===== config.mk =====
export PLATFORM = sky130hd
export DESIGN_NAME = playback_engine
export DESIGN_NICKNAME = d
export VERILOG_FILES = /design/src/rtl/playback_engine.sv
export SDC_FILE = /design/constraint.sdc
export NUM_CORES = 1
export LEC_CHECK = 0
export CORE_ASPECT_RATIO = 1.2
export CORE_MARGIN = 4
export CORE_UTILIZATION = 50
export CTS_CLUSTER_DIAMETER = 60
export DETAILED_ROUTE_END_ITERATION = 6
export GPL_ROUTABILITY_DRIVEN = 0
export GPL_TIMING_DRIVEN = 0
export HOLD_SLACK_MARGIN = 0.03
export PLACE_DENSITY = 0.74
export REMOVE_ABC_BUFFERS = 1
export SYNTH_ARGS = -nofsm -noshare
export SYNTH_HDL_FRONTEND = slang
export SYNTH_SLANG_ARGS = --single-unit

===== constraint.sdc =====
create_clock -name clk_in -period 2.55 [get_ports clk_in]
set_input_delay 0.51 -clock clk_in [delete_from_list [all_inputs] [get_ports clk_in]]
set_output_delay 0.51 -clock clk_in [all_outputs]
set_load 0.05 [all_outputs]

===== src/rtl/playback_engine.sv =====
// ---------------------------------------------------------------------------
// playback_engine
//
// Read side of the audio sample buffer. It drives the BRAM read port and
// streams a stored recording to the output stage, one sample per audio
// sample tick. Recordings play once or loop.
//
// Optional feature macro: PLAYBACK_ECHO_EN
//   When defined, every fetch issues a second read ECHO_DELAY samples back.
//   Half of that older sample is mixed into the current one, with saturation.
//   Each output then arrives one cycle later than in the plain build.
//
// Ports
//   clk_in           in   system clock
//   rst_n_in         in   asynchronous active-low reset
//   sample_tick_in   in   1-cycle strobe at the audio sample rate
//   start_in         in   1-cycle start request (ignored while busy)
//   stop_in          in   1-cycle abort request (wins over start_in)
//   loop_in          in   sampled at end of recording, 1 = wrap to address 0
//   length_in        in   recording length in samples, latched on start
//   r_addr_out       out  BRAM read address
//   r_data_in        in   signed BRAM read data, RAM_LATENCY cycles after address
//   audio_out        out  signed output sample, held between updates
//   audio_valid_out  out  1-cycle pulse when audio_out updates
//   busy_out         out  high whenever the engine is not idle
//   done_out         out  1-cycle pulse on normal, non-looped completion
//   missed_tick_out  out  sticky flag: a tick arrived while a fetch was running
// ---------------------------------------------------------------------------
module playback_engine #(
    parameter int ADDR_W      = 16,
    parameter int DATA_W      = 8,
    parameter int RAM_LATENCY = 2,
    parameter int ECHO_DELAY  = 3000
) (
    input  logic              clk_in,
    input  logic              rst_n_in,
    input  logic              sample_tick_in,
    input  logic              start_in,
    input  logic              stop_in,
    input  logic              loop_in,
    input  logic [ADDR_W-1:0] length_in,
    output logic [ADDR_W-1:0] r_addr_out,
    input  logic [DATA_W-1:0] r_data_in,
    output logic [DATA_W-1:0] audio_out,
    output logic              audio_valid_out,
    output logic              busy_out,
    output logic              done_out,
    output logic              missed_tick_out
);

    // A tap distance of zero, or one that does not fit in the address, cannot work.
    if (ECHO_DELAY < 1 || ECHO_DELAY > (2 ** ADDR_W) - 1) begin : g_bad_echo_delay
        $error("playback_engine: ECHO_DELAY must lie in 1 .. 2**ADDR_W-1");
    end

`ifdef PLAYBACK_ECHO_EN
    // The echo read trails the primary read by one cycle, so FETCH lasts one cycle longer.
    localparam int FETCH_CYCLES = RAM_LATENCY + 1;
`else
    localparam int FETCH_CYCLES = RAM_LATENCY;
`endif
    localparam int                CNT_W      = $clog2(FETCH_CYCLES + 2);
    localparam logic [CNT_W-1:0]  FETCH_LAST = CNT_W'(FETCH_CYCLES);
    localparam logic [ADDR_W-1:0] ADDR_ONE   = ADDR_W'(1);

    typedef enum logic [1:0] {
        IDLE,
        WAIT_TICK,
        FETCH,
        EMIT
    } state_t;

    state_t            state;
    state_t            next_state;
    logic [ADDR_W-1:0] ptr;
    logic [ADDR_W-1:0] len;
    logic [CNT_W-1:0]  fetch_cnt;
    logic              fetch_done;
    logic              at_end;
    logic              start_ok;

    // The fetch counter starts at 0 on the cycle after the address is issued.
    // When it reaches FETCH_LAST, the sample on r_data_in is the one to emit.
    always_comb begin
        fetch_done = (fetch_cnt == FETCH_LAST);
        at_end     = (ptr == len - ADDR_ONE);
        start_ok   = start_in && !stop_in;
        busy_out   = (state != IDLE);
    end

`ifdef PLAYBACK_ECHO_EN
    localparam logic [ADDR_W-1:0] ECHO_DIST    = ADDR_W'(ECHO_DELAY);
    localparam logic [CNT_W-1:0]  PRIMARY_LAST = CNT_W'(RAM_LATENCY);

    logic [DATA_W-1:0]        cur_sample;
    logic                     echo_rd;
    logic signed [DATA_W-1:0] echo_sample;
    logic signed [DATA_W-1:0] echo_half;
    logic signed [DATA_W:0]   mix_sum;
    logic [DATA_W-1:0]        mix_out;

    // Mix the current sample with half of the echo sample.
    // The sum is one bit wider than a sample. If its top two bits disagree,
    // the result overflowed and is clamped to the nearest signed limit.
    always_comb begin
        echo_sample = echo_rd ? $signed(r_data_in) : '0;
        echo_half   = echo_sample >>> 1;
        mix_sum     = {cur_sample[DATA_W-1], cur_sample} + {echo_half[DATA_W-1], echo_half};
        if (mix_sum[DATA_W] != mix_sum[DATA_W-1]) begin
            mix_out = mix_sum[DATA_W] ? {1'b1, {(DATA_W-1){1'b0}}} : {1'b0, {(DATA_W-1){1'b1}}};
        end else begin
            mix_out = mix_sum[DATA_W-1:0];
        end
    end
`endif

    // State register.
    always_ff @(posedge clk_in or negedge rst_n_in) begin
        if (!rst_n_in) begin
            state <= IDLE;
        end else begin
            state <= next_state;
        end
    end

    // Next-state logic. A zero-length start stays in IDLE and only pulses done_out.
    // stop_in overrides every other transition.
    always_comb begin
        next_state = state;
        case (state)
            IDLE: begin
                if (start_ok && length_in != '0) begin
                    next_state = WAIT_TICK;
                end
            end
            WAIT_TICK: begin
                if (sample_tick_in) begin
                    next_state = FETCH;
                end
            end
            FETCH: begin
                if (fetch_done) begin
                    next_state = EMIT;
                end
            end
            EMIT: begin
                if (at_end && !loop_in) begin
                    next_state = IDLE;
                end else begin
                    next_state = WAIT_TICK;
                end
            end
            default: next_state = IDLE;
        endcase
        if (stop_in) begin
            next_state = IDLE;
        end
    end

    // Datapath: pointer, latched length, read address, and registered outputs.
    // audio_out and audio_valid_out update on the same edge that leaves FETCH,
    // so the valid pulse lines up with the EMIT cycle.
    always_ff @(posedge clk_in or negedge rst_n_in) begin
        if (!rst_n_in) begin
            ptr             <= '0;
            len             <= '0;
            fetch_cnt       <= '0;
            r_addr_out      <= '0;
            audio_out       <= '0;
            audio_valid_out <= 1'b0;
            done_out        <= 1'b0;
            missed_tick_out <= 1'b0;
`ifdef PLAYBACK_ECHO_EN
            cur_sample      <= '0;
            echo_rd         <= 1'b0;
`endif
        end else begin
            audio_valid_out <= 1'b0;
            done_out        <= 1'b0;
            if (stop_in) begin
                audio_out <= '0;
            end else begin
                case (state)
                    IDLE: begin
                        if (start_in) begin
                            len             <= length_in;
                            ptr             <= '0;
                            missed_tick_out <= 1'b0;
                            if (length_in == '0) begin
                                done_out <= 1'b1;
                            end
                        end
                    end
                    WAIT_TICK: begin
                        if (sample_tick_in) begin
                            r_addr_out <= ptr;
                            fetch_cnt  <= '0;
                        end
                    end
                    FETCH: begin
                        if (sample_tick_in) begin
                            missed_tick_out <= 1'b1;
                        end
                        fetch_cnt <= fetch_cnt + 1'b1;
`ifdef PLAYBACK_ECHO_EN
                        // The older sample only exists once ptr has moved past the tap distance.
                        if (fetch_cnt == '0) begin
                            echo_rd <= (ptr >= ECHO_DIST);
                            if (ptr >= ECHO_DIST) begin
                                r_addr_out <= ptr - ECHO_DIST;
                            end
                        end
                        if (fetch_cnt == PRIMARY_LAST) begin
                            cur_sample <= r_data_in;
                        end
                        if (fetch_done) begin
                            audio_out       <= mix_out;
                            audio_valid_out <= 1'b1;
                        end
`else
                        if (fetch_done) begin
                            audio_out       <= r_data_in;
                            audio_valid_out <= 1'b1;
                        end
`endif
                    end
                    EMIT: begin
                        if (at_end) begin
                            if (loop_in) begin
                                ptr <= '0;
                            end else begin
                                done_out <= 1'b1;
                            end
                        end else begin
                            ptr <= ptr + ADDR_ONE;
                        end
                    end
                    default: ;
                endcase
            end
        end
    end

endmodule


== Yosys cells after proc, flatten, opt, wreduce, memory -nomap -nowiden ==
Index checks and enable logic that the tools add are counted.

* Add/subtract/negate cells: 3
* Equality and inequality tests: 12
* Muxes and demuxes: 27
* Bitwise gates (word level): 1
* Reductions and logical operators: 21

{| class="wikitable"
|+ Operators by type and width
! cell !! count
|-
| 16-bit 2-to-1 mux || 3
|-
| 16-bit one-hot mux with 2 select lines || 1
|-
| 8-bit 2-to-1 mux || 3
|-
| 16-bit by 1-bit adder with 16-bit output, second input constant || 1
|-
| 16-bit == test || 1
|-
| 16-bit logical NOT || 1
|-
| 16-bit nonzero test || 1
|-
| 16-bit by 1-bit subtractor with 16-bit output, second input constant || 1
|-
| 3-bit != test, second input constant || 4
|-
| 3-bit AND reduction || 4
|-
| 2-bit nonzero test || 6
|-
| 1-bit 2-to-1 mux || 11
|-
| 2-bit 2-to-1 mux || 5
|-
| 2-bit one-hot mux with 4 select lines || 1
|-
| 4-bit AND reduction || 2
|-
| 2-bit == test, second input constant || 3
|-
| 2-bit != test, second input constant || 3
|-
| 1-bit one-hot mux with 2 select lines || 2
|-
| 2-bit one-hot mux with 2 select lines || 1
|-
| 1-bit logical AND || 3
|-
| 2-bit by 1-bit adder with 2-bit output, second input constant || 1
|-
| 2-bit by 1-bit == test with 1-bit output, second input constant || 1
|-
| 1-bit logical NOT || 2
|-
| 2-bit logical NOT || 1
|-
| 2 further kinds || 2
|}

* Register bits: 63
* Input port bits: 30
* Output and inout port bits: 28
* Word-level logic and storage cells: 73

== Depth between registers and ports, before layout ==
Gate-level depths: netlist of the first run.

* Depth in word-level cells: 6
* Mapped depth: 11
* Depth with buffers taken out: 9

== Least setup slack after synthesis of the first run ==
Ideal clock, no wire load.

* Path kind: register to register
* From: reg state[0]
* To: reg ptr[9]
* Setup time: 0.064 ns
* Arrival: 2.393 ns
* Data required time: 2.486 ns
* Slack: 0.093 ns
* Cell stages (with the launch flop): 10
* Buffers on the path: 1
* Period minus slack after synthesis: 2.457 ns
* Path through: dfrtp_1 inv_1 ha_1 inv_1 nor2_1 or3_1 bufbuf_16 or3_1 a21oi_2 a21o_1

* Word-level cells in the longest chain between the ends: 3
* Elaborated cells between the ends (all ways): 7
* Those cells by class: 3 x eq/ne; 1 x mux; 3 x reduce/logical

{| class="wikitable"
|+ RTL lines
! item !! RTL line !! source
|-
| start, declared || 73 || <nowiki>state_t state;</nowiki>
|-
| start signal, assigned || 122 || <nowiki>state <= next_state;</nowiki>
|-
| 2-bit == test or 2-bit logical NOT (tied branches) || 183 || <nowiki>case (state)</nowiki>
|-
| 3-bit != test (no line), or another cell as far along || - ||
|-
| 4-bit AND reduction (no line) || - ||
|-
| end signal, assigned || 235 || <nowiki>ptr <= ptr + ADDR_ONE;</nowiki>
|-
| end, declared || 75 || <nowiki>logic [ADDR_W-1:0] ptr;</nowiki>
|}

Parallel ways exist; a longest one is shown, timed or not.
A chain may end at the register's enable or synchronous reset.

== Worst setup path after layout of the first run ==
* From: reg len[0]
* To: reg ptr[7]

* Word-level cells in the longest chain between the ends: 4
* Elaborated cells between the ends (all ways): 6
* Those cells by class: 1 x add/sub; 2 x eq/ne; 2 x mux; 1 x reduce/logical

{| class="wikitable"
|+ RTL lines
! item !! RTL line !! source
|-
| start, declared || 76 || <nowiki>logic [ADDR_W-1:0] len;</nowiki>
|-
| start signal, assigned || 186 || <nowiki>len <= length_in;</nowiki>
|-
| 16-bit by 1-bit subtractor with 16-bit output (*) || 86 || <nowiki>at_end = (ptr == len - ADDR_ONE);</nowiki>
|-
| 16-bit == test (*) || 86 ||
|-
| 3-bit != test (no line) or 16-bit 2-to-1 mux (tied branches) || - ||
|-
| 4-bit AND reduction (no line) or 16-bit one-hot mux with 2 select lines (tied branches) || - ||
|}

Every way passes the cells marked *; elsewhere a longest branch is shown, timed or not.

==> reports/qor.json, run 1 <==
{
  "port-buffer-count": {"value": 57},
  "cts_hold_repair.buffers": {"value": 0},
  "die-height": {"value": 101.5, "unit": "um"},
  "ios": {"value": 58},
  "timing.fmax": {"value": 399.2, "unit": "MHz"},
  "drv.max_cap_violation_count": {"value": 0},
  "internal-power": {"value": 2.205, "unit": "mW"},
  "netlist_area": {"value": 0.003643, "unit": "mm2"},
  "power.share.clock": {"value": 0.207},
  "leakagePower": {"value": 1.976, "unit": "nW"},
  "dominantRegCellSynth": {"value": "dfrtp_1"},
  "grt-ovfl-total": {"value": 0},
  "ctsLongestPathBuffers": {"value": 2},
  "worst_setup_hold_path_clk_slew": {"value": 0.07, "unit": "ns"},
  "tritoncts_num_sinks": {"value": 63},
  "final_design_area_no_fill": {"value": 0.004498, "unit": "mm2"},
  "net_switching_power": {"value": 1.386, "unit": "mW"},
  "syn-instance-count": {"value": 352},
  "n_antenna_cell": {"value": 0},
  "timing.critical_path.to_type": {"value": "flip-flop"},
  "ys_ff_latch": {"value": 63},
  "die_area": {"value": 0.008722, "unit": "mm2"},
  "routed_via_density": {"value": 5.865},
  "drtIter0Drc": {"value": 179},
  "start_util": {"value": 0.5221},
  "regToRegEndpoint": {"value": "ptr[7]"},
  "transition_time_at_the_pin_with_the_least_slew_margin": {"value": 0.7733, "unit": "ns"},
  "hpwlAfterDp": {"value": 5559, "unit": "um"},
  "synth.yosys.warnings": {"value": 0},
  "postRouteAntennaNets": {"value": 0},
  "drive_above_1_share": {"value": 0.2091},
  "worstSetupStartpointType": {"value": "flip-flop"},
  "cts-root-buf": {"value": "clkbuf_8"},
  "slew_violations": {"value": 0},
  "worstHoldPathType": {"value": "input pin to async pin"},
  "worst_hold_slack": {"value": 0.2392, "unit": "ns"},
  "setup_viol": {"value": 0},
  "area_delta_synth_final": {"value": 23.45, "unit": "%"},
  "std_cell_rows": {"value": 33},
  "regToRegStartpoint": {"value": "len[0]"},
  "area_taken_by_multi_input_logic_gates": {"value": 0.001942, "unit": "mm2"},
  "timing.max_slew.rel_slack": {"value": 0.4845},
  "detailed_route_drc_error_count": {"value": 0},
  "status": {"value": "completed"},
  "seqCellArea": {"value": 0.001580, "unit": "mm2"},
  "ff2ff_setup_slack": {"value": 0.04, "unit": "ns"},
  "post-route-min-period": {"value": 2.505, "unit": "ns"},
  "fin_skew": {"value": 0.008867, "unit": "ns"},
  "synth_sequential_area_ratio": {"value": 0.4327},
  "postPlaceCellArea": {"value": 0.004153, "unit": "mm2"},
  "wl_per_cell": {"value": 16.14, "unit": "um"},
  "worstPathMaxFanout": {"value": 7},
  "rsz0062_at_grt": {"value": "true"},
  "routed_wl": {"value": 8120, "unit": "um"},
  "vias": {"value": 2950},
  "vias_in_the_first_global_route": {"value": 2804},
  "worstSetupPathType": {"value": "flip-flop to flip-flop"},
  "syn_avg_cell_area": {"value": 10.35, "unit": "um2"},
  "cts_tree": {"value": "built"},
  "synthArstFlopShare": {"value": 1.000},
  "drt-pass1-iter-count": {"value": 5},
  "nets": {"value": 450},
  "ff2ff_path_depth": {"value": 9},
  "groute.usage.overall": {"value": 0.1897},
  "grt_start_max_net_pins": {"value": 64},
  "tritoncts.num_buffers": {"value": 9},
  "min_period_over_period": {"value": 0.9824},
  "cp.required": {"value": 2.77, "unit": "ns"},
  "power_density": {"value": 798.4, "unit": "mW/mm2"},
  "synth_edf_count": {"value": 0},
  "share_seq_of_total_power": {"value": 0.410},
  "clock_latency": {"value": 0.34, "unit": "ns"},
  "ys_types": {"value": 52},
  "arr_time_crit_path": {"value": 2.73, "unit": "ns"},
  "fillerInstances": {"value": 550},
  "ir_worst_vdd": {"value": 0.4357, "unit": "mV"},
  "cts_max_level": {"value": 3},
  "hold_viol_final": {"value": 0},
  "grt_first_pass_wirelength": {"value": 13140, "unit": "um"},
  "final_core_util": {"value": 0.6446},
  "coreArea": {"value": 0.006978, "unit": "mm2"},
  "antenna_found_initial": {"value": 0},
  "die_w": {"value": 85.93, "unit": "um"},
  "worst_slack_placed": {"value": -0.5436, "unit": "ns"},
  "power_switching_share": {"value": 0.3860},
  "finalWorstSetupSlack": {"value": 0.04486, "unit": "ns"},
  "comb_power_share": {"value": 0.383}
}
worst max path at each step:
stage,from,endpoint,slack [ns],cells after the start
after detailed placement,len[0],ptr[7],-0.54,9
after floorplan,len[4],ptr[7],-0.11,7
after global placement,rst_n_in,audio_out[4],-1.08,1
after CTS,len[0],ptr[7],-0.007,9
final,len[0],ptr[7],0.04,9
after global routing,len[0],ptr[7],-0.05,9
state kept, by name (all words and copies together) (netlist names):
register / count
fetch_cnt: 2
r_addr_out: 16
state: 2
done_out: 1
missed_tick_out: 1
audio_out: 8
len: 16
audio_valid_out: 1
ptr: 16
routing by layer:
| metal | wire length, um | up-vias | track usage |
|---|---|---|---|
| li1 | - | 1405 | - |
| met1 | 3617 | 1441 | 0.2530 |
| met2 | 3893 | 84 | 0.3039 |
| met3 | 385 | 20 | 0.03255 |
| met4 | 223 | 0 | 0.08283 |
| met5 | 0 | - | 0 |
stage by stage:
step | std cells | total power, mW | TNS [ns]
finish | 503 | 3.591 | 0
floorplan | 332 | 2.349 | -0.2092
global placement | 476 | 2.679 | -75.19
CTS | 497 | 3.490 | -0.007480
global route | 503 | 3.812 | -0.3308
detailed placement | 476 | 2.715 | -8.596
logic make-up (layout without fill, tap and decap cells):
kind of cell,Yosys count,count (layout),share of synthesized area
simple gates,130,130,0.2016
compound gates,67,68,0.1312
flops,63,63,0.4327
mux,33,33,0.1016
buf+inv,31,94,0.05735
xor+xnor,20,20,0.04808
fa+ha+maj,8,8,0.02747
layout by cell type (no fill, tap or decap), types with 3 or more instances in the layout:
cell,netlist,layout
a21oi_1,17,17
dfrtp_2,0,3
a211o_1,3,3
clkinv_2,0,3
o21ai_0,7,7
nor3_1,9,9
dfrtp_1,63,60
inv_1,11,11
a21o_1,14,14
mux2_2,32,32
or3_1,10,8
nor2b_1,3,3
nand2b_1,5,5
nor4b_1,5,3
nand2_1,23,23
nand3_1,33,32
buf_4,1,11
clkbuf_8,2,10
a21oi_2,9,9
clkdlybuf4s50_1,0,55
nand4_1,4,4
nor2_1,13,13
xnor2_1,12,11
ha_1,8,6
xor2_1,8,8
nor4_1,8,8
and3_1,5,5
critical path, stage by stage, from the launching register on:
cell and delay (ns):
dfrtp_2 0.44, inv_1 0.07, ha_2 0.19, nor3b_4 0.32
nand4_1 0.20, xnor2_2 0.19, nor4b_2 0.27, and4_4 0.34
nor3_1 0.07, a211o_1 0.28
final cells by class:
class / count / share of cell area
multi-input combinational: 259 / 0.4317
sequential: 63 / 0.3513
timing repair buffer: 68 / 0.1471
clock buffer: 11 / 0.03143
tap: 87 / 0.02420
inverter: 11 / 0.009179
clock inverter: 4 / 0.005007
power groups by stage:
stage          logic [mW]  clock network, mW  registers [mW]
2_1_floorplan       0.833                  0            1.52
3_3_place_gp         1.22                  0            1.46
3_5_place_dp         1.25                  0            1.47
4_1_cts              1.27              0.757            1.46
5_1_grt              1.51              0.801            1.50
6_report             1.37              0.744            1.47
cell usage after synthesis (4+ instances only):
cell      instances  area (um2)
buf_2             4       20.02
nand2b_1          5       31.28
xor2_1            8       70.07
nand2_1          23       86.33
a21oi_2           9       78.83
nor2_1           13       48.80
a21o_1           14       105.1
nor3_1            9       45.04
or3_1            10       62.56
nand3_1          33       165.2
o21ai_0           7       35.03
ha_1              8       100.1
xnor2_1          12       105.1
nor4b_1           5       43.79
and3_1            5       31.28
inv_1            11       41.29
clkbuf_1          8       30.03
a21oi_1          17       85.08
mux2_2           32       360.4
dfrtp_1          63        1577
nand4_1           4       25.02
nor4_1            8       50.05
timing repair:
action	CTS	global route
setup buffers	6	5
resized for setup	6	14
setup endpoints to repair	18	17
pin swaps	3	4
gates cloned	0	1
Power figures use the tool's default switching activity.
==> run 2: changes to the inputs <==
--- a/config.mk
+++ b/config.mk
@@ -7,13 +7,13 @@
 export LEC_CHECK = 0
 export CORE_ASPECT_RATIO = 1.2
 export CORE_MARGIN = 4
-export CORE_UTILIZATION = 50
+export CORE_UTILIZATION = 54
 export CTS_CLUSTER_DIAMETER = 60
 export DETAILED_ROUTE_END_ITERATION = 6
 export GPL_ROUTABILITY_DRIVEN = 0
 export GPL_TIMING_DRIVEN = 0
 export HOLD_SLACK_MARGIN = 0.03
-export PLACE_DENSITY = 0.74
+export PLACE_DENSITY = 0.79
 export REMOVE_ABC_BUFFERS = 1
 export SYNTH_ARGS = -nofsm -noshare
 export SYNTH_HDL_FRONTEND = slang
==> reports/qor.json, run 2 (same netlist as run 1, synthesis figures left out) <==
{
  "die-height": {"value": 97.98, "unit": "um", "change": "-3.5%"},
  "transition_time_at_the_pin_with_the_least_slew_margin": {"value": 0.7760, "unit": "ns", "change": "+0.002718 ns"},
  "timing.critical_path.to_type": {"value": "flip-flop"},
  "antenna_found_initial": {"value": 0, "change": "unchanged"},
  "cts_max_level": {"value": 3, "change": "unchanged"},
  "timing.fmax": {"value": 398.4, "unit": "MHz", "change": "-0.19%"},
  "drt-pass1-iter-count": {"value": 7, "change": "+2"},
  "setup_viol": {"value": 0, "change": "unchanged"},
  "power_density": {"value": 835.9, "unit": "mW/mm2", "change": "+4.7%"},
  "tritoncts_num_sinks": {"value": 63, "change": "unchanged"},
  "min_period_over_period": {"value": 0.9842, "change": "+0.001831"},
  "power_switching_share": {"value": 0.3837, "change": "-0.002340"},
  "slew_violations": {"value": 0, "change": "unchanged"},
  "reg.largest.list": {"value": "len (16), ptr (16), r_addr_out (16)"},
  "groute.usage.overall": {"value": 0.2085, "change": "+0.01877"},
  "ios": {"value": 58, "change": "unchanged"},
  "hold_viol_final": {"value": 0, "change": "unchanged"},
  "area_delta_synth_final": {"value": 23.94, "unit": "%"},
  "arr_time_crit_path": {"value": 2.74, "unit": "ns", "change": "about the same"},
  "timing.max_slew.rel_slack": {"value": 0.4812, "change": "-0.003262"},
  "port-buffer-count": {"value": 57, "change": "unchanged"},
  "comb_power_share": {"value": 0.374, "change": "-0.009"},
  "postRouteAntennaNets": {"value": 0, "change": "unchanged"},
  "start_util": {"value": 0.5617, "change": "+0.03958"},
  "worst_hold_slack": {"value": 0.2477, "unit": "ns", "change": "+0.008547 ns"},
  "drv.max_cap_violation_count": {"value": 0, "change": "unchanged"},
  "most-common-layout-cells": {"value": "dfrtp_1 (59), clkdlybuf4s50_1 (55), nand3_1 (33)"},
  "worst_setup_hold_path_clk_slew": {"value": 0.07, "unit": "ns", "change": "about the same"},
  "share_seq_of_total_power": {"value": 0.395, "change": "-0.015"},
  "die_area": {"value": 0.008131, "unit": "mm2", "change": "-6.8%"},
  "status": {"value": "completed"},
  "ir_worst_vdd": {"value": 0.3623, "unit": "mV", "change": "-17%"},
  "worstHoldPathType": {"value": "input pin to async pin"},
  "tritoncts.num_buffers": {"value": 9, "change": "unchanged"},
  "cts_tree": {"value": "built"},
  "std_cell_rows": {"value": 32, "change": "-3.0%"},
  "drive_above_1_share": {"value": 0.2087, "change": "-0.0003968"},
  "vias_in_the_first_global_route": {"value": 2942, "change": "+4.9%"},
  "nets": {"value": 446, "change": "-0.89%"},
  "fin_skew": {"value": 0.005927, "unit": "ns", "change": "-0.002940 ns"},
  "die_w": {"value": 82.99, "unit": "um", "change": "-3.4%"},
  "post-route-min-period": {"value": 2.510, "unit": "ns", "change": "+0.004668 ns"},
  "leakagePower": {"value": 1.980, "unit": "nW", "change": "+0.21%"},
  "internal-power": {"value": 2.326, "unit": "mW", "change": "+5.5%"},
  "worstSetupPathType": {"value": "flip-flop to flip-flop"},
  "grt-ovfl-total": {"value": 0, "change": "unchanged"},
  "drtIter0Drc": {"value": 192, "change": "+7.3%"},
  "routed_via_density": {"value": 6.159, "change": "+5.0%"},
  "worstSetupStartpointType": {"value": "flip-flop"},
  "layout.cells.most_common": {"value": "dfrtp_1"},
  "grt_start_max_net_pins": {"value": 64, "change": "unchanged"},
  "ctsLongestPathBuffers": {"value": 2, "change": "unchanged"},
  "n_antenna_cell": {"value": 0, "change": "unchanged"},
  "coreArea": {"value": 0.006486, "unit": "mm2", "change": "-7.0%"},
  "cts_hold_repair.buffers": {"value": 0, "change": "unchanged"},
  "vias": {"value": 3061, "change": "+3.8%"},
  "cp.required": {"value": 2.78, "unit": "ns", "change": "about the same"},
  "setup_tns_final": {"value": 0, "unit": "ns", "change": "unchanged"},
  "wl_per_cell": {"value": 16.80, "unit": "um", "change": "+4.1%"},
  "worstPathMaxFanout": {"value": 6, "change": "-1"},
  "power.share.clock": {"value": 0.231, "change": "+0.024"},
  "routed_wl": {"value": 8349, "unit": "um", "change": "+2.8%"},
  "net_switching_power": {"value": 1.448, "unit": "mW", "change": "+4.5%"},
  "hpwlAfterDp": {"value": 5470, "unit": "um", "change": "-1.6%"},
  "detailed_route_drc_error_count": {"value": 0, "change": "unchanged"},
  "clock_latency": {"value": 0.34, "unit": "ns", "change": "about the same"},
  "grt_first_pass_wirelength": {"value": 13940, "unit": "um", "change": "+6.0%"},
  "cts-root-buf": {"value": "clkbuf_8"}
}
run 2: cell count changes in the layout (fill, tap and decap cells not counted), moves of 2 or more:
cell	previous run	this run
buf_6	0	2
inv_1	11	9
inv_2	0	2
buf_4	11	5
run 2: power groups by stage:
stage               registers, mW  logic [mW]  clock network [mW]
floorplan                    1.52       0.833                   0
global placement             1.46        1.21                   0
detailed placement           1.47        1.25                   0
CTS                          1.47        1.32               0.893
global route                 1.51        1.52               0.937
finish                       1.49        1.41               0.873
run 2: per-stage QoR:
stage / util / power [mW] / instances / instance area [um2] / setup slack (ns)
after detailed placement: 0.6399 / 2.722 / 474 / 4150 / -0.5568
after global routing: 0.6962 / 3.976 / 497 / 4516 / -0.02994
after CTS: 0.6844 / 3.681 / 496 / 4439 / 0.01413
final: 0.6962 / 3.775 / 497 / 4516 / 0.04019
after floorplan: - / 2.349 / 332 / 3476 / -0.1093
after global placement: 0.6402 / 2.673 / 474 / 4153 / -1.100
run 2: per-layer routing:
metal | global-route usage | routed length [um] | up-vias
li1 | - | - | 1400
met3 | 0.04135 | 467 | 14
met1 | 0.2776 | 3584 | 1537
met2 | 0.3315 | 4143 | 110
met5 | 0 | 0 | -
met4 | 0.09057 | 154 | 0
run 2: final timing paths:
path                                from            end  slack [ns]  cells past startpoint
min in group clk_in        r_addr_out[9]  r_addr_out[9]        0.50                      1
max in group asynchronous       rst_n_in         len[1]        1.77                      1
setup / recovery                  len[0]         ptr[7]        0.04                     10
setup reg to reg                  len[0]         ptr[7]        0.04                     10
hold reg to reg            r_addr_out[9]  r_addr_out[9]        0.50                      1
hold / removal                  rst_n_in        len[10]        0.25                      1
run 2: worst max-delay path, cell delays in order (launching register included):
cell	delay (ns)
dfrtp_2	0.46
inv_2	0.08
ha_4	0.13
nor3b_4	0.30
buf_4	0.18
nand2_1	0.08
xnor2_2	0.16
nor4b_4	0.35
and4_4	0.32
nor3_1	0.07
a211o_1	0.26
run 2: cell type report:
type / count / area [um2]
Multi-Input combinational cell: 260 / 1971
Fill cell: 500 / 1971
Sequential cell: 63 / 1582
Timing Repair Buffer: 63 / 619.3
Clock buffer: 11 / 151.4
Tap cell: 85 / 106.4
Clock inverter: 4 / 45.04
Inverter: 11 / 41.29
run 2: what timing repair did:
action | 4_1_cts | 5_1_grt
setup endpoints to repair | 19 | 18
gates cloned | 2 | 0
gates resized for setup | 12 | 16
setup buffers | 5 | 1
pin swaps | 2 | 7
==> run 3: changes to the inputs <==
--- a/config.mk
+++ b/config.mk
@@ -11,7 +11,7 @@
 export CTS_CLUSTER_DIAMETER = 60
 export DETAILED_ROUTE_END_ITERATION = 6
 export GPL_ROUTABILITY_DRIVEN = 0
-export GPL_TIMING_DRIVEN = 0
+export GPL_TIMING_DRIVEN = 1
 export HOLD_SLACK_MARGIN = 0.03
 export PLACE_DENSITY = 0.79
 export REMOVE_ABC_BUFFERS = 1
==> reports/qor.json, run 3 (same netlist as run 1, synthesis figures left out) <==
{
  "routed_wl": {"value": 8718, "unit": "um", "change": "+4.4%"},
  "final_core_util": {"value": 0.7197, "change": "+0.02353"},
  "status": {"value": "completed"},
  "postRouteAntennaNets": {"value": 0, "change": "unchanged"},
  "worstHoldPathType": {"value": "input pin to async pin"},
  "cp_cell_sequence": {"value": "nor4_4, buf_4, nand4_1, xnor2_2, nor4b_2, and4_1, buf_6, nor4b_2, a211o_1"},
  "cts_max_level": {"value": 3, "change": "unchanged"},
  "ff2ff_setup_slack": {"value": 0.04, "unit": "ns", "change": "about the same"},
  "antenna_found_initial": {"value": 0, "change": "unchanged"},
  "timing.critical_path.to_type": {"value": "flip-flop"},
  "fillerInstances": {"value": 479, "change": "-4.2%"},
  "leakagePower": {"value": 2.097, "unit": "nW", "change": "+5.9%"},
  "drtIter0Drc": {"value": 137, "change": "-29%"},
  "die_w": {"value": 82.99, "unit": "um", "change": "unchanged"},
  "area_delta_synth_final": {"value": 28.13, "unit": "%"},
  "slew_violations": {"value": 0, "change": "unchanged"},
  "transition_time_at_the_pin_with_the_least_slew_margin": {"value": 0.6175, "unit": "ns", "change": "-0.1586 ns"},
  "tritoncts_num_sinks": {"value": 63, "change": "unchanged"},
  "wl_per_cell": {"value": 16.73, "unit": "um", "change": "-0.39%"},
  "grt_first_pass_wirelength": {"value": 14680, "unit": "um", "change": "+5.3%"},
  "post-layout-total-power": {"value": 3.908, "unit": "mW", "change": "+3.5%"},
  "cts_tree": {"value": "built"},
  "port-buffer-count": {"value": 57, "change": "unchanged"},
  "worstSetupStartpointType": {"value": "flip-flop"},
  "clock_latency": {"value": 0.34, "unit": "ns", "change": "about the same"},
  "layoutNonFillerInstCount": {"value": 521, "change": "+4.8%"},
  "drt-pass1-iter-count": {"value": 4, "change": "-3"},
  "hpwlAfterDp": {"value": 6060, "unit": "um", "change": "+11%"},
  "layout.cells.most_common": {"value": "dfrtp_1"},
  "hold_viol_final": {"value": 0, "change": "unchanged"},
  "worstPathMaxFanout": {"value": 6, "change": "unchanged"},
  "vias": {"value": 3044, "change": "-0.56%"},
  "final_design_area_no_fill": {"value": 0.004668, "unit": "mm2", "change": "+3.4%"},
  "postPlaceCellArea": {"value": 0.004345, "unit": "mm2", "change": "+4.7%"},
  "nets": {"value": 469, "change": "+5.2%"},
  "cp.required": {"value": 2.78, "unit": "ns", "change": "about the same"},
  "detailed_route_drc_error_count": {"value": 0, "change": "unchanged"},
  "routed_via_density": {"value": 5.843, "change": "-5.1%"},
  "min_period_over_period": {"value": 0.9830, "change": "-0.001214"},
  "drive_above_1_share": {"value": 0.2362, "change": "+0.02750"},
  "n_antenna_cell": {"value": 0, "change": "unchanged"},
  "drv.max_cap_violation_count": {"value": 0, "change": "unchanged"},
  "grt_start_max_net_pins": {"value": 39, "change": "-39%"},
  "setup_tns_final": {"value": 0, "unit": "ns", "change": "unchanged"},
  "worst_slack_placed": {"value": 0.06968, "unit": "ns", "change": "+0.6265 ns"},
  "arr_time_crit_path": {"value": 2.74, "unit": "ns", "change": "about the same"},
  "reg.largest.list": {"value": "len (16), ptr (16), r_addr_out (16)"},
  "vias_in_the_first_global_route": {"value": 3117, "change": "+5.9%"},
  "seqCellArea": {"value": 0.001580, "unit": "mm2", "change": "about the same"},
  "cts-root-buf": {"value": "clkbuf_8"},
  "dpl.cell_count": {"value": 499, "change": "+5.3%"},
  "start_util": {"value": 0.5617, "change": "unchanged"},
  "finalWorstSetupSlack": {"value": 0.04329, "unit": "ns", "change": "+0.003096 ns"},
  "worst_setup_hold_path_clk_slew": {"value": 0.07, "unit": "ns", "change": "about the same"},
  "die-height": {"value": 97.98, "unit": "um", "change": "unchanged"},
  "cpMostUsedCell": {"value": "nor4b_2"},
  "groute.usage.overall": {"value": 0.2215, "change": "+0.01303"},
  "ctsLongestPathBuffers": {"value": 2, "change": "unchanged"},
  "worst_hold_slack": {"value": 0.1792, "unit": "ns", "change": "-0.06850 ns"},
  "tritoncts.num_buffers": {"value": 9, "change": "unchanged"},
  "ir_worst_vdd": {"value": 0.4500, "unit": "mV", "change": "+24%"},
  "worstSetupPathType": {"value": "flip-flop to flip-flop"},
  "timing.fmax": {"value": 398.9, "unit": "MHz", "change": "+0.12%"},
  "area_taken_by_multi_input_logic_gates": {"value": 0.001897, "unit": "mm2", "change": "-3.7%"},
  "slowest_stage": {"value": "dfrtp_2"},
  "std_cell_rows": {"value": 32, "change": "unchanged"},
  "grt-ovfl-total": {"value": 0, "change": "unchanged"},
  "cpPeakStageDelay": {"value": 0.44, "unit": "ns", "change": "-0.02 ns"},
  "power_density": {"value": 837.1, "unit": "mW/mm2", "change": "+0.14%"},
  "setup_viol": {"value": 0, "change": "unchanged"},
  "die_area": {"value": 0.008131, "unit": "mm2", "change": "unchanged"},
  "coreArea": {"value": 0.006486, "unit": "mm2", "change": "unchanged"},
  "regToRegStartpoint": {"value": "len[4]"},
  "fin_skew": {"value": 0.006810, "unit": "ns", "change": "+0.0008830 ns"},
  "rsz0062_at_grt": {"value": "true"},
  "timing.max_slew.rel_slack": {"value": 0.5884, "change": "+0.1072"},
  "post-route-min-period": {"value": 2.507, "unit": "ns", "change": "-0.003096 ns"},
  "most-common-layout-cells": {"value": "dfrtp_1 (60), clkdlybuf4s50_1 (55), nand3_1 (33)"},
  "cp-startpoint": {"value": "len[4]"},
  "ios": {"value": 58, "change": "unchanged"}
}
[run 3: cell type report]
type                            count  area share
Timing Repair Buffer               88      0.1756
Inverter                           11    0.008845
Sequential cell                    63      0.3385
Clock buffer                       13     0.03404
Tap cell                           85     0.02278
Clock inverter                      3     0.01394
Multi-Input combinational cell    258      0.4063
[run 3: timing repair]
action                                  4_1_cts  5_1_grt
hold buffers                                  0        0
setup buffers                                 0        5
endpoints found under the setup margin        0       17
gates resized for setup                       0       15
[run 3: final timing paths]
path / cells after the start / to
setup / recovery: 9 / ptr[7]
hold / removal: 1 / len[10]
hold reg to reg: 1 / r_addr_out[9]
max in group asynchronous: 2 / len[1]
setup reg to reg: 9 / ptr[7]
min in group clk_in: 1 / r_addr_out[9]
[run 3: per-layer routing]
metal	share of wire	global-route usage	vias up
met2	0.48	0.3556	75
met5	0	0	-
met4	0.026	0.1157	0
met3	0.040	0.04473	19
li1	-	-	1455
met1	0.45	0.2831	1495
[run 3: worst max-delay path: cells and delay by family, from the launching register on]
family | cells | cell delay, ns
buffers and inverters | 2 | 0.34
AO/OA/AOI/OAI | 1 | 0.27
flip-flops | 1 | 0.44
XOR/XNOR | 1 | 0.22
AND/OR/NAND/NOR | 5 | 1.13
[run 3: where the power goes]
part	internal (mW)	total, mW	leakage [nW]	switching, mW
logic	0.706	1.49	1.14	0.783
registers	1.19	1.45	0.838	0.255
clock network	0.603	0.972	0.114	0.369
